$ cat src/rtl/alu_arbiter.sv
// Two-requester arbiter for a shared multi-cycle ALU, one command in flight.
// Define ALU_ARB_OPCHK_EN to answer opcodes 1101-1111 with rsp_err instead of running them.
module alu_arbiter #(
    parameter int W       = 32,
    parameter int ALU_LAT = 1
) (
    input  logic         clk,
    input  logic         rst,
    input  logic         req0_valid,
    output logic         req0_ready,
    input  logic [W-1:0] req0_a,
    input  logic [W-1:0] req0_b,
    input  logic [3:0]   req0_op,
    input  logic         req1_valid,
    output logic         req1_ready,
    input  logic [W-1:0] req1_a,
    input  logic [W-1:0] req1_b,
    input  logic [3:0]   req1_op,
    output logic [W-1:0] alu_a,
    output logic [W-1:0] alu_b,
    output logic [3:0]   alu_cnt,
    input  logic [W-1:0] alu_d,
    input  logic         alu_carry,
    output logic         rsp_valid,
    input  logic         rsp_ready,
    output logic         rsp_id,
    output logic [W-1:0] rsp_d,
    output logic         rsp_carry,
    output logic         rsp_err
);

    typedef enum logic [1:0] {IDLE, EXEC, RESP} state_t;

    localparam logic [1:0] LAST = 2'(ALU_LAT - 1);

    state_t       state;
    logic         prio;
    logic [1:0]   cnt;
    logic         gnt;
    logic         accept;
    logic         skip;
    logic [W-1:0] sel_a;
    logic [W-1:0] sel_b;
    logic [3:0]   sel_op;

    always_comb begin
        gnt        = (req0_valid & req1_valid) ? prio : req1_valid;
        accept     = (state == IDLE) & ~rst & (req0_valid | req1_valid);
        req0_ready = accept & ~gnt;
        req1_ready = accept & gnt;
        sel_a      = gnt ? req1_a : req0_a;
        sel_b      = gnt ? req1_b : req0_b;
        sel_op     = gnt ? req1_op : req0_op;
    end

`ifdef ALU_ARB_OPCHK_EN
    assign skip = (sel_op > 4'd12);
`else
    assign skip = 1'b0;
    assign rsp_err = 1'b0;
`endif

    always_ff @(posedge clk) begin
        if (rst) begin
            state     <= IDLE;
            prio      <= 1'b0;
            cnt       <= '0;
            alu_a     <= '0;
            alu_b     <= '0;
            alu_cnt   <= '0;
            rsp_valid <= 1'b0;
            rsp_id    <= 1'b0;
            rsp_d     <= '0;
            rsp_carry <= 1'b0;
`ifdef ALU_ARB_OPCHK_EN
            rsp_err   <= 1'b0;
`endif
        end else begin
            unique case (state)
                IDLE: begin
                    if (accept) begin
                        rsp_id <= gnt;
                        cnt    <= '0;
`ifdef ALU_ARB_OPCHK_EN
                        rsp_err <= skip;
`endif
                        // Illegal opcodes bypass the ALU and leave its operands untouched
                        if (skip) begin
                            rsp_valid <= 1'b1;
                            rsp_d     <= '0;
                            rsp_carry <= 1'b0;
                            state     <= RESP;
                        end else begin
                            alu_a   <= sel_a;
                            alu_b   <= sel_b;
                            alu_cnt <= sel_op;
                            state   <= EXEC;
                        end
                    end
                end
                EXEC: begin
                    if (cnt == LAST) begin
                        rsp_d     <= alu_d;
                        rsp_carry <= (alu_cnt == 4'd0) & alu_carry;
                        rsp_valid <= 1'b1;
                        state     <= RESP;
                    end else begin
                        cnt <= cnt + 2'd1;
                    end
                end
                RESP: begin
                    if (rsp_ready) begin
                        rsp_valid <= 1'b0;
                        prio      <= ~rsp_id;
                        state     <= IDLE;
                    end
                end
                default: state <= IDLE;
            endcase
        end
    end

endmodule

$ cat config.mk
export PLATFORM = sky130hd
export DESIGN_NAME = alu_arbiter
export DESIGN_NICKNAME = d
export VERILOG_FILES = /design/src/rtl/alu_arbiter.sv
export SDC_FILE = /design/constraint.sdc
export NUM_CORES = 1
export LEC_CHECK = 0
export BUFFER_PORTS_ARGS = -buffer_cell sky130_fd_sc_hd__buf_2
export CORE_AREA = 2 2 108 110
export DETAILED_ROUTE_END_ITERATION = 10
export DIE_AREA = 0 0 110 112
export PLACE_DENSITY = 0.7
export SLEW_MARGIN = 20
export SYNTH_ARGS = -nofsm -noshare
export SYNTH_HDL_FRONTEND = slang
export SYNTH_SLANG_ARGS = --single-unit
$ cat constraint.sdc
create_clock -name clk -period 2 [get_ports clk]
set_clock_uncertainty 0.1 [all_clocks]
set_input_delay 0.2 -clock clk [delete_from_list [all_inputs] [get_ports clk]]
set_output_delay 0.2 -clock clk [all_outputs]
set_load 0.01 [all_outputs]
# Yosys cells after proc, flatten, opt, wreduce, memory -nomap -nowiden
# Index checks and enable logic that the tools add are counted.
# Widths: inputs -> output; s select.
[totals]
ramBits = 0
memories = 0
latch_bits = 0
ff_bits = 108
rom_bits = 0
[op_classes]
n_div = 0
n_lt_le_gt_ge = 0
reduce_logical = 11
eq_ne = 6
mux = 14
mul = 0
addsub = 1
bitwise_logic = 10
shifts = 0
[op_table]
columns = ["op", "n"]
rows = [
  ["$mux 32", 2],
  ["$mux 2", 5],
  ["$reduce_and 3->1", 3],
  ["$ne 2x2->1 const B", 4],
  ["$and 1x1->1", 6],
  ["$pmux 2 s3", 1],
  ["$reduce_and 2->1", 3],
  ["$logic_not 2->1", 2],
  ["$logic_not 4->1", 1],
  ["$mux 4", 1],
  ["$pmux 2 s2", 1],
  ["$reduce_bool 2->1", 2],
  ["$mux 1", 3],
  ["$not 1->1", 3],
  ["$add 2x1->2 const B", 1],
  ["$eq 2x1->1 const B", 1],
  ["$eq 2x2->1 const B", 1],
  ["$pmux 1 s2", 1],
  ["$or 1x1->1", 1],
]

# Logic depth before layout (Yosys ltp)
# Gate-level depths: netlist of the first run.
[logic_depth]
depth_word = 5
mapped_depth = 8
ltp_nobuf = 5

# Worst setup path after synthesis of the first run
# No wires, ideal clock.
[synth_timing]
path_type = "register to register"
start = "register cnt[0]"
end = "register rsp_d[23]"
path_slack_ns = 0.431
arrival_time_ns = 1.399
path_stages_with_launch = 9
path_buffers = 3
path_cell_list = "dfxtp_1 > inv_1 > ha_1 > clkbuf_1 > and3b_1 > clkbuf_1 > buf_2 > nand2_1 > a21oi_1"
[synth_between]
elab_chain_len = 2
[synth_rtl]
columns = ["item", "line", "text"]
rows = [
  ["start, declared", "38", "logic [1:0] cnt;"],
  ["start signal, assigned", "108", "cnt <= cnt + 2'd1;"],
  ["$logic_not 2->1", "102", "if (cnt == LAST) begin"],
  ["$reduce_and 2->1 (no line)", "n/a", ""],
  ["end signal, assigned", "103", "rsp_d <= alu_d;"],
  ["end, declared", "27", "output logic [W-1:0] rsp_d,"],
]
# Every way passes these cells.
# A chain may end at the register's enable or synchronous reset.

# Final worst setup path of the first run
[layout_timing]
start = "register state[1]"
end = "output port req0_ready"
[layout_between]
elab_chain_len = 4
[layout_rtl]
columns = ["item", "line", "text"]
rows = [
  ["start, declared", "36", "state_t state;"],
  ["start signal, assigned", "65", "state <= IDLE;"],
  ["start signal, assigned", "92", "state <= RESP;"],
  ["start signal, assigned", "97", "state <= EXEC;"],
  ["$logic_not 2->1", "48", "accept = (state == IDLE) & ~rst & (req0_valid | req1_valid);"],
  ["$and 1x1->1 (2 in series)", "48", ""],
  ["$and 1x1->1", "49", "req0_ready = accept & ~gnt;"],
  ["end, declared", "10", "output logic req0_ready,"],
]
# Every way passes these cells.

==> summary.txt, run 1 <==
Met3 wire len - 1224 um
TritonCTS clock tree - done
Drc violations - 0
Die ar. - 12,320 um^2
Yosys top cell area share - 0.5023
Worst Setup Start Kind - register
Util after Layout - 0.6126
Worst-case clock buffer depth - 2
Starting Density - 0.3852
Sequential fraction of the synthesis area - 0.5023
Synthesized flop and latch total - 108
Most frequent cells in the layout - 278 x buf_2, 108 x dfxtp_1, 77 x dlygate4sd3_1, 65 x nand2_1, 49 x and3_1
Syn Nets - 651
Cts bufs inserted - 9
Postcts setup bufs - 0
CP top delay family - buffers and inverters
I/O pin count - 280
DRT met1 WL - 6086 um
Reg2Reg Depth - 5
Min cycle time layout - 1.895 ns
Total Power - 0.005375 W
WP data required - 1.70 ns
Static Leak - 3.361 nW
First-pass GRT wire length - 24,050 um
Overflow after GRT - 0
F_max - 0.5276 GHz
Maximum capacitance violations - 0
Levels on crit path - 4
Outcome - finished clean
H-tree level count - 3
Cell count after synthesis - 476
Via count - 5,121
Placer Congestion - 0.8582
Top sig layer - met4
Slew HR - 0.2904
Core outline area - 11,170 um^2
Area of the mapped netlist - 4304 um^2
Post-synth top area cell - dfxtp_1
Nets - 977
Worst-Margin Slew - 1.061 ns
Post-synth cell types - 30
RSZ-0062 raised after global routing - false
CTS sink count - 108
Critical Path Max Stage Delay - 0.34 ns
Crit Path Category - reg2out
Final wirelength - 15,750 um
Routed len/inst - 16.56 um
Clock Latency Late Sink - 0.35 ns
VDD IR max - 0.0005354 V
Die Y - 112 um
Met2 wire length - 7724 um
Syn avg cell area - 9.042 um^2
PortBufs - 278
Vias in the first global route - 5,004
Drt pass-1 iters - 5
GRT Overall Usage - 0.2503
Crit-path max FO - 89
Total Neg Setup Slack - 0 ns
Slew Viols, Final - 0
Cell count of the worst hold path - 2
DR vias/cell - 5.385
Post-DP HPWL - 10,090 um
Layout cells sized above 1 - 0.3841
Power Density - 785.2 nW/um^2
Top post-synthesis cells by area - dfxtp_1 50%, a221o_1 11%, and3_1 7.1%, nand2_1 5.7%, a21oi_1 4.5%
Die X - 110 um
Arr. time, crit path - 1.60 ns
Setup violators final - 0
Layout area overhead - 59.04%
Worst path slowest cell - dfxtp_1
Fillers - 930
Worst-path clk slew - 0.07 ns
CTS Root Cell - clkbuf_16
Worst path cell trace - nor3_4 -> clkbuf_16 -> and2_4 -> buf_2
CP endpoint kind - primary output
Antenna Violating Nets Remaining - 0
Iteration-0 DRC Markers - 391
Endpoints failing hold - 0
Core Rows - 39
Hold crit path type - in2reg
Ys Warns - 0
Most common cell after layout, fill and taps aside - buf_2
Worst path bufs/invs - 2
Initial antenna violation count - 1
Final period utilization - 0.9477
Largest net degree at the start of global routing - 90
-- final timing paths --
check,start,to,slack (ns)
setup / recovery,state[1]$_SDFFE_PP0P_,req0_ready,0.10
hold / removal,req1_a[18],alu_a[18]$_SDFFE_PP0P_,0.01
setup reg to reg,state[1]$_SDFFE_PP0P_,alu_b[27]$_SDFFE_PP0P_,0.29
hold reg to reg,rsp_d[31]$_SDFFE_PP0P_,rsp_d[31]$_SDFFE_PP0P_,0.35
-- through the flow --
step,instances,cell area [um^2],setup WS (ns),hold slack (ns)
2_1_floorplan,476,4304,0.4310,0.2360
5_1_grt,951,6845,0.003476,0.01262
4_1_cts,950,6835,0.07091,0.002125
3_5_place_dp,857,5782,0.2750,0.3270
3_3_place_gp,857,5782,0.2875,0.3225
6_report,951,6845,0.1045,0.01068
-- report_power, final --
group          switching (W)  internal (W)
combinational       0.000623      0.000578
clock               0.000765      0.000948
sequential          0.000111       0.00235
total                0.00150       0.00388
-- worst register-to-register path, stage by stage, from the launching register on --
cell	delay, ns
dfxtp_1	0.34
buf_4	0.18
nor2_1	0.22
a21oi_4	0.07
buf_4	0.29
a221o_1	0.40
-- what timing repair did --
item	CTS	global route
hold endpoints to repair	77	0
resized for setup	0	2
hold buffers	77	0
setup endpoints to repair	0	1
-- cells by family after synthesis --
family	share of synthesized area
and+or+nand+nor	0.2122
AOI/OAI and AO/OA	0.2218
DFF	0.5023
buffers and inverters	0.05988
adders and majority gates	0.002907
other	0.0008713
-- cell usage after synthesis, drive strengths merged --
cell type,instances
a2111oi,1
nand2,65
a21oi,39
or2,2
nor4,1
a31oi,21
a221o,48
nand3,21
inv,2
and3b,2
nor2,6
conb,1
a211oi,1
and2,2
nand4,20
and3,49
ha,1
nor3,4
nor4bb,1
buf,25
a21boi,1
nand3b,1
a2bb2oi,1
nand2b,2
dfxtp,108
o21ai,23
clkbuf,28
-- routing by layer --
metal / global-route usage / vias to the layer above
met5: 0 / -
met4: 0.1477 / 0
met3: 0.05913 / 57
met2: 0.4213 / 260
met1: 0.2830 / 2385
li1: - / 2419
-- layout make-up --
| type | count | area [um^2] | area share |
|---|---|---|---|
| Multi-Input combinational cell | 313 | 1909 | 0.2789 |
| Timing Repair Buffer | 368 | 2302 | 0.3363 |
| Clock buffer | 15 | 277.8 | 0.04058 |
| Sequential cell | 108 | 2162 | 0.3158 |
| Tap cell | 143 | 178.9 | 0.02614 |
| Inverter | 2 | 7.507 | 0.001097 |
| Antenna cell | 1 | 2.502 | 0.0003656 |
| Clock inverter | 1 | 5.005 | 0.0007311 |
-- sequential cells by signal, summed over array words and instances, names as in the netlist --
name / cells
alu_a: 32
alu_b: 32
rsp_d: 32
alu_cnt: 4
cnt: 2
state: 2
prio: 1
rsp_carry: 1
rsp_id: 1
rsp_valid: 1
(Power assumes the default switching activity.)
==> inputs of run 2 (changes only) <==
Settings changed: ABC_AREA from default to 1, PLACE_DENSITY 0.7 to 0.75.
==> run 2 against run 1 <==
Effect of this change: area after synthesis grew 11%; die area stayed put; core utilization decreased by 0.078 points; combinational power is 10% lower; critical path depth up 1; sequential cell count stayed put; wire length fell by 3.9%; via count increased by 8.6%.
==> summary.txt, run 2 <==
Sequential fraction of the synthesis area - 0.4513 (was 0.5023)
Area of the mapped netlist - 4791 um^2 (was 4304 um^2)
Routed len/inst - 13.28 um (was 16.56 um)
DR vias/cell - 4.876 (was 5.385)
CP endpoint kind - primary output (unchanged)
CTS Root Cell - clkbuf_16 (unchanged)
Die ar. - 12,320 um^2 (unchanged)
I/O pin count - 280 (unchanged)
GRT Overall Usage - 0.2440 (was 0.2503)
Count leader, synth - nand2_1 (was dfxtp_1)
Most frequent cells in the layout - 278 x buf_2, 276 x nand2_1, 108 x dfxtp_1, 77 x a21oi_1, 73 x nand3_1 (was 278 x buf_2, 108 x dfxtp_1, 77 x dlygate4sd3_1, 65 x nand2_1, 49 x and3_1)
Largest registers - alu_a: 32 flops, alu_b: 32 flops, rsp_d: 32 flops (unchanged)
Endpoints failing hold - 0 (unchanged)
Final wirelength - 15,130 um (was 15,750 um)
Overflow after GRT - 0 (unchanged)
Arr. time, crit path - 1.53 ns (was 1.60 ns)
Via count - 5,559 (was 5,121)
Outcome - finished clean (unchanged)
Ys Warns - 0 (unchanged)
Reg2Reg Depth - 7 (was 5)
Most frequent cells after synthesis - 276 x nand2_1, 108 x dfxtp_1, 77 x a21oi_1 (was 108 x dfxtp_1, 65 x nand2_1, 49 x and3_1)
Layout area overhead - 42.70% (was 59.04%)
Antenna Violating Nets Remaining - 0 (unchanged)
Nets - 1,167 (was 977)
Worst-case clock buffer depth - 2 (unchanged)
WP data required - 1.70 ns (about the same)
Setup violators final - 0 (unchanged)
Placed Instances - 1,093 (was 857)
Synthesized flop and latch total - 108 (unchanged)
Crit-path max FO - 75 (was 89)
Dpl ws - 0.4346 ns (was 0.2750 ns)
Most common cell after layout, fill and taps aside - buf_2 (unchanged)
Slew Viols, Final - 0 (unchanged)
Largest net degree at the start of global routing - 76 (was 90)
Crit path setup slack, layout - 0.1748 ns (was 0.1045 ns)
Cts bufs inserted - 9 (unchanged)
Met3 Use GR - 0.04859 (was 0.05913)
Post-synthesis async set-or-reset flop share - 0 (unchanged)
HP Start - alu_d[10] (was req1_a[18])
Post-synth cell types - 20 (was 30)
# diodes - 0 (was 1)
Worst Setup Start Kind - register (unchanged)
Vias in the first global route - 5,133 (was 5,004)
Slew HR - 0.4884 (was 0.2904)
Post-synth top area cell - dfxtp_1 (unchanged)
Final std cells w/o fill - 1,140 (was 951)
Reg2reg end - rsp_d[1]$_SDFFE_PP0P_ (was alu_b[27]$_SDFFE_PP0P_)
Drt pass-1 iters - 5 (unchanged)
Hold Path Sink - rsp_d[10]$_SDFFE_PP0P_ (was alu_a[18]$_SDFFE_PP0P_)
Post-DP HPWL - 10,180 um (was 10,090 um)
Worst-Margin Slew - 0.7674 ns (was 1.061 ns)
RR Startpoint - cnt[0]$_SDFFE_PP0P_ (was state[1]$_SDFFE_PP0P_)
Crit Path Category - reg2out (unchanged)
Top post-synthesis cells by area - dfxtp_1 45%, nand2_1 22%, a21oi_1 8.0%, nand3_1 7.6%, nor2_1 5.6% (was dfxtp_1 50%, a221o_1 11%, and3_1 7.1%, nand2_1 5.7%, a21oi_1 4.5%)
TritonCTS clock tree - done (unchanged)
CTS sink count - 108 (unchanged)
Hold crit path type - in2reg (unchanged)
Grt peak-use layer - met2 (unchanged)
Final period utilization - 0.9126 (was 0.9477)
Worst-path clk slew - 0.07 ns (about the same)
Maximum capacitance violations - 0 (unchanged)
Core outline area - 11,170 um^2 (unchanged)
Cell count of the worst hold path - 3 (was 2)
Met2 GRT Util - 0.4139 (was 0.4213)
Min cycle time layout - 1.825 ns (was 1.895 ns)
H-tree level count - 3 (unchanged)
Initial antenna violation count - 0 (was 1)
Die Y - 112 um (unchanged)
First-pass GRT wire length - 24,040 um (was 24,050 um)
Power Density - 767.4 nW/um^2 (was 785.2 nW/um^2)
Layout cells sized above 1 - 0.3159 (was 0.3841)
Postcts setup bufs - 0 (unchanged)
Hold Worst Slack - 0.01517 ns (was 0.01068 ns)
Placer Congestion - 0.8016 (was 0.8582)
F_max - 0.5479 GHz (was 0.5276 GHz)
RSZ-0062 raised after global routing - false (unchanged)
Yosys top cell area share - 0.4513 (was 0.5023)
Met1 global-route usage - 0.2874 (was 0.2830)
Static Leak - 3.624 nW (was 3.361 nW)
Clock Latency Late Sink - 0.34 ns (was 0.35 ns)
Total Neg Setup Slack - 0 ns (unchanged)
Main synth FF type - dfxtp_1 (unchanged)
Drc violations - 0 (unchanged)
Number of flops mapped to enable cells by yosys - 0 (unchanged)
VDD IR max - 0.0004194 V (was 0.0005354 V)
Syn Nets - 890 (was 651)
Iteration-0 DRC Markers - 318 (was 391)
Core Rows - 39 (unchanged)
Util after Layout - 0.6118 (was 0.6126)
Cell count after synthesis - 715 (was 476)
PortBufs - 278 (unchanged)
Die X - 110 um (unchanged)
Starting Density - 0.4287 (was 0.3852)
Syn avg cell area - 6.700 um^2 (was 9.042 um^2)
Worst R2R Setup Slack - 0.41 ns (was 0.29 ns)
run 2: cell types whose count changed in the layout (fill, tap and decap cells not counted), sizes merged, moves of 46 or more:
cell	previous run	this run
nand2	65	279
nand3	21	74
dlygate4sd3	77	31
a221o	48	0
nor2	6	72
and3	49	0
run 2: how the worst max path moves through the flow:
| stage | from | slack (ns) | to |
|---|---|---|---|
| 2_1_floorplan | state[1]$_SDFFE_PP0P_ | 0.71 | req0_ready |
| 3_3_place_gp | state[1]$_SDFFE_PP0P_ | 0.48 | alu_b[5]$_SDFFE_PP0P_ |
| 3_5_place_dp | state[1]$_SDFFE_PP0P_ | 0.43 | alu_b[12]$_SDFFE_PP0P_ |
| 4_1_cts | prio$_SDFFE_PP0P_ | 0.12 | req1_ready |
| 5_1_grt | state[1]$_SDFFE_PP0P_ | 0.06 | req1_ready |
| 6_report | state[1]$_SDFFE_PP0P_ | 0.17 | req1_ready |
run 2: timing repair:
item                                   CTS  global route
setup endpoints to repair                0             1
endpoints found under the hold margin   31             0
gates resized for setup                  0             1
hold buffers                            31             0
run 2: critical path: stages (launching register included):
cell and delay [ns]:
dfxtp_1 0.34, nor2_1 0.13, nand3_2 0.12, buf_12 0.22, nor2_1 0.16, buf_2 0.16
run 2: stage by stage:
| stage | area, um^2 | power (W) |
|---|---|---|
| finish | 6837 | 0.005246 |
| global route | 6837 | 0.005519 |
| CTS | 6832 | 0.005293 |
| detailed placement | 6221 | 0.003454 |
| global placement | 6221 | 0.003447 |
| floorplan | 4791 | 0.003015 |
run 2: area by class of cell:
cell class | instances | area (um^2)
well taps | 143 | 178.9
repair buffers | 321 | 1854
clock inverters | 7 | 75.07
flip-flops and latches | 108 | 2162
inverters | 13 | 48.80
fillers | 1083 | 4338
multi-input cells | 539 | 2292
clock buffers | 9 | 225.2
run 2: cell families after synthesis:
kind of cell / after synthesis / share of synthesized area
buffers and inverters: 68 / 0.07129
AO/OA/AOI/OAI: 111 / 0.1160
other: 1 / 0.0007827
AND/OR/NAND/NOR: 426 / 0.3581
flip-flops: 108 / 0.4513
adder cells (fa/ha/maj): 1 / 0.002611
run 2: where the power goes:
part	internal (W)	switching, W	leakage, nW
registers	0.00231	0.0000756	0.883
clock network	0.000981	0.000805	0.150
logic	0.000464	0.000614	2.59
run 2: per-layer routing:
layer  routed length [um]  part of all wire
met5                    0                 0
met4                  637             0.042
met3                  961             0.063
met2                 7319              0.48
met1                 6216              0.41
==> inputs of run 3 (changes only) <==
Settings changed: PLACE_DENSITY 0.75 to 0.79.
==> run 3 against run 2 <==
Effect of this change: sequential share of layout area up 0.30 points; register-to-register slack worse by 0.05 ns; non-clock buffer count down 4; final cell count down 0.35%; fmax up 0.79%; critical endpoint unchanged; clock power down 5%; combinational power about the same; wire length down 3.0%.
==> summary.txt, run 3 (same netlist as run 2, synthesis figures left out) <==
Crit-path max FO - 61 (was 75)
Critical Path Max Stage Delay - 0.30 ns (was 0.34 ns)
Worst path bufs/invs - 3 (was 2)
I/O pin count - 280 (unchanged)
Most common cell after layout, fill and taps aside - buf_2 (unchanged)
Hold crit path type - in2reg (unchanged)
Core Rows - 39 (unchanged)
Post-CTS sizing - 0 (unchanged)
GRT Overall Usage - 0.2377 (was 0.2440)
Crit Path Category - reg2out (unchanged)
Power Density - 758.6 nW/um^2 (was 767.4 nW/um^2)
# diodes - 0 (unchanged)
Net Switching - 0.001488 W (was 0.001495 W)
Die ar. - 12,320 um^2 (unchanged)
Most frequent cells in the layout - 278 x buf_2, 276 x nand2_1, 108 x dfxtp_1, 77 x a21oi_1, 73 x nand3_1 (unchanged)
Die X - 110 um (unchanged)
Comb pwr share - 0.206 (about the same)
F_max - 0.5522 GHz (was 0.5479 GHz)
Slew Viols, Final - 0 (unchanged)
Starting Density - 0.4287 (unchanged)
Clock power share - 0.330 (was 0.340)
CTS Root Cell - clkbuf_16 (unchanged)
CTS sink count - 108 (unchanged)
Total Neg Setup Slack - 0 ns (unchanged)
Vias in the first global route - 5,126 (was 5,133)
Antenna Violating Nets Remaining - 0 (unchanged)
Largest registers - alu_a: 32 flops, alu_b: 32 flops, rsp_d: 32 flops (unchanged)
Placer Congestion - 0.7893 (was 0.8016)
Sequential power share - 0.464 (was 0.454)
VDD IR max - 0.0003941 V (was 0.0004194 V)
Final period utilization - 0.9055 (was 0.9126)
Worst-Margin Slew - 0.7686 ns (was 0.7674 ns)
Slew HR - 0.4876 (was 0.4884)
Core outline area - 11,170 um^2 (unchanged)
Worst path slowest cell - dfxtp_1 (unchanged)
Worst-case clock buffer depth - 2 (unchanged)
Iteration-0 DRC Markers - 328 (was 318)
Seq. cell area - 2162 um^2 (unchanged)
Layout cells sized above 1 - 0.3152 (was 0.3159)
Clock Latency Late Sink - 0.33 ns (was 0.34 ns)
Die Y - 112 um (unchanged)
Post-DP HPWL - 10,060 um (was 10,180 um)
Layout area overhead - 41.34% (was 42.70%)
Fillers - 1,103 (was 1,083)
Multi-input gate area - 2287 um^2 (was 2292 um^2)
Overflow after GRT - 0 (unchanged)
Final wirelength - 14,690 um (was 15,130 um)
Total Power - 0.005137 W (was 0.005246 W)
Arr. time, crit path - 1.51 ns (was 1.53 ns)
Maximum capacitance violations - 0 (unchanged)
CP endpoint kind - primary output (unchanged)
DR vias/cell - 4.796 (was 4.876)
Initial antenna violation count - 1 (was 0)
Setup violators final - 0 (unchanged)
TritonCTS clock tree - done (unchanged)
H-tree level count - 3 (unchanged)
Outcome - finished clean (unchanged)
Drc violations - 0 (unchanged)
RSZ-0062 raised after global routing - false (unchanged)
Sw Share - 0.2896 (was 0.2850)
Min cycle time layout - 1.811 ns (was 1.825 ns)
PortBufs - 278 (unchanged)
Most used cell, CP - nand2_2 (was nor2_1)
Routed len/inst - 12.93 um (was 13.28 um)
Internal Dissipation - 0.003649 W (was 0.003751 W)
Worst-path clk slew - 0.08 ns (was 0.07 ns)
Hold Worst Slack - 0.01345 ns (was 0.01517 ns)
Drt pass-1 iters - 6 (was 5)
Via count - 5,448 (was 5,559)
CP top delay family - buffers and inverters (was simple AND/OR/NAND/NOR gates)
Worst path cell trace - inv_1 -> nand2_2 -> nand2_2 -> buf_12 -> nor2_1 -> buf_2 (was nor2_1 -> nand3_2 -> buf_12 -> nor2_1 -> buf_2)
Nets - 1,163 (was 1,167)
Cts bufs inserted - 9 (unchanged)
Largest net degree at the start of global routing - 74 (was 76)
Static Leak - 3.582 nW (was 3.624 nW)
First-pass GRT wire length - 23,580 um (was 24,040 um)
Worst Setup Start Kind - register (unchanged)
WP data required - 1.70 ns (about the same)
Endpoints failing hold - 0 (unchanged)
## run 3: path summary, 6_finish.rpt
| check | start | to | slack, ns | cells after the start |
|---|---|---|---|---|
| worst max-delay path | prio$_SDFFE_PP0P_ | req1_ready | 0.19 | 6 |
| worst min-delay path | alu_d[8] | rsp_d[8]$_SDFFE_PP0P_ | 0.01 | 3 |
| worst max register to register | cnt[0]$_SDFFE_PP0P_ | rsp_d[18]$_SDFFE_PP0P_ | 0.36 | 7 |
| worst min register to register | alu_a[1]$_SDFFE_PP0P_ | alu_a[1]$_SDFFE_PP0P_ | 0.36 | 2 |
## run 3: per-stage QoR
step           utilization  instance area (um^2)  instances  worst slack (ns)
5_1_grt             0.6060                  6771       1136           0.08563
4_1_cts             0.6060                  6771       1136            0.1527
2_1_floorplan            -                  4791        715            0.7078
3_5_place_dp        0.5542                  6193       1091            0.4063
6_report            0.6060                  6771       1136            0.1891
3_3_place_gp        0.5542                  6193       1091            0.4256
## run 3: layout make-up
cell class,count,share of cell area
clock buffers,10,0.03529
multi-input cells,539,0.3378
flip-flops and latches,108,0.3193
repair buffers,317,0.2668
inverters,13,0.007206
clock inverters,6,0.007206
well taps,143,0.02642
## run 3: power groups by stage
stage | clock (W) | combinational, W | sequential, W
2_1_floorplan | 0 | 0.000515 | 0.00250
3_3_place_gp | 0 | 0.00101 | 0.00242
3_5_place_dp | 0 | 0.00102 | 0.00243
4_1_cts | 0.00174 | 0.00106 | 0.00238
5_1_grt | 0.00184 | 0.00119 | 0.00240
6_report | 0.00170 | 0.00106 | 0.00238
## run 3: what timing repair did
action / CTS / global route
endpoints found under the hold margin: 29 / 0
hold buffers: 29 / 0
setup buffers: 0 / 0
## run 3: routing by layer
metal,up-vias,track usage,share of wire
li1,2825,-,-
met1,2383,0.2828,0.42
met2,191,0.4000,0.48
met3,47,0.05621,0.062
met4,2,0.1080,0.037
met5,-,0,0.00089
## run 3: worst register-to-register path: cells and delay by family, from the launching register on
family | cells | cell delay, ns
fa+ha+maj | 1 | 0.18
buf+inv | 3 | 0.62
flops | 1 | 0.33
simple gates | 3 | 0.34
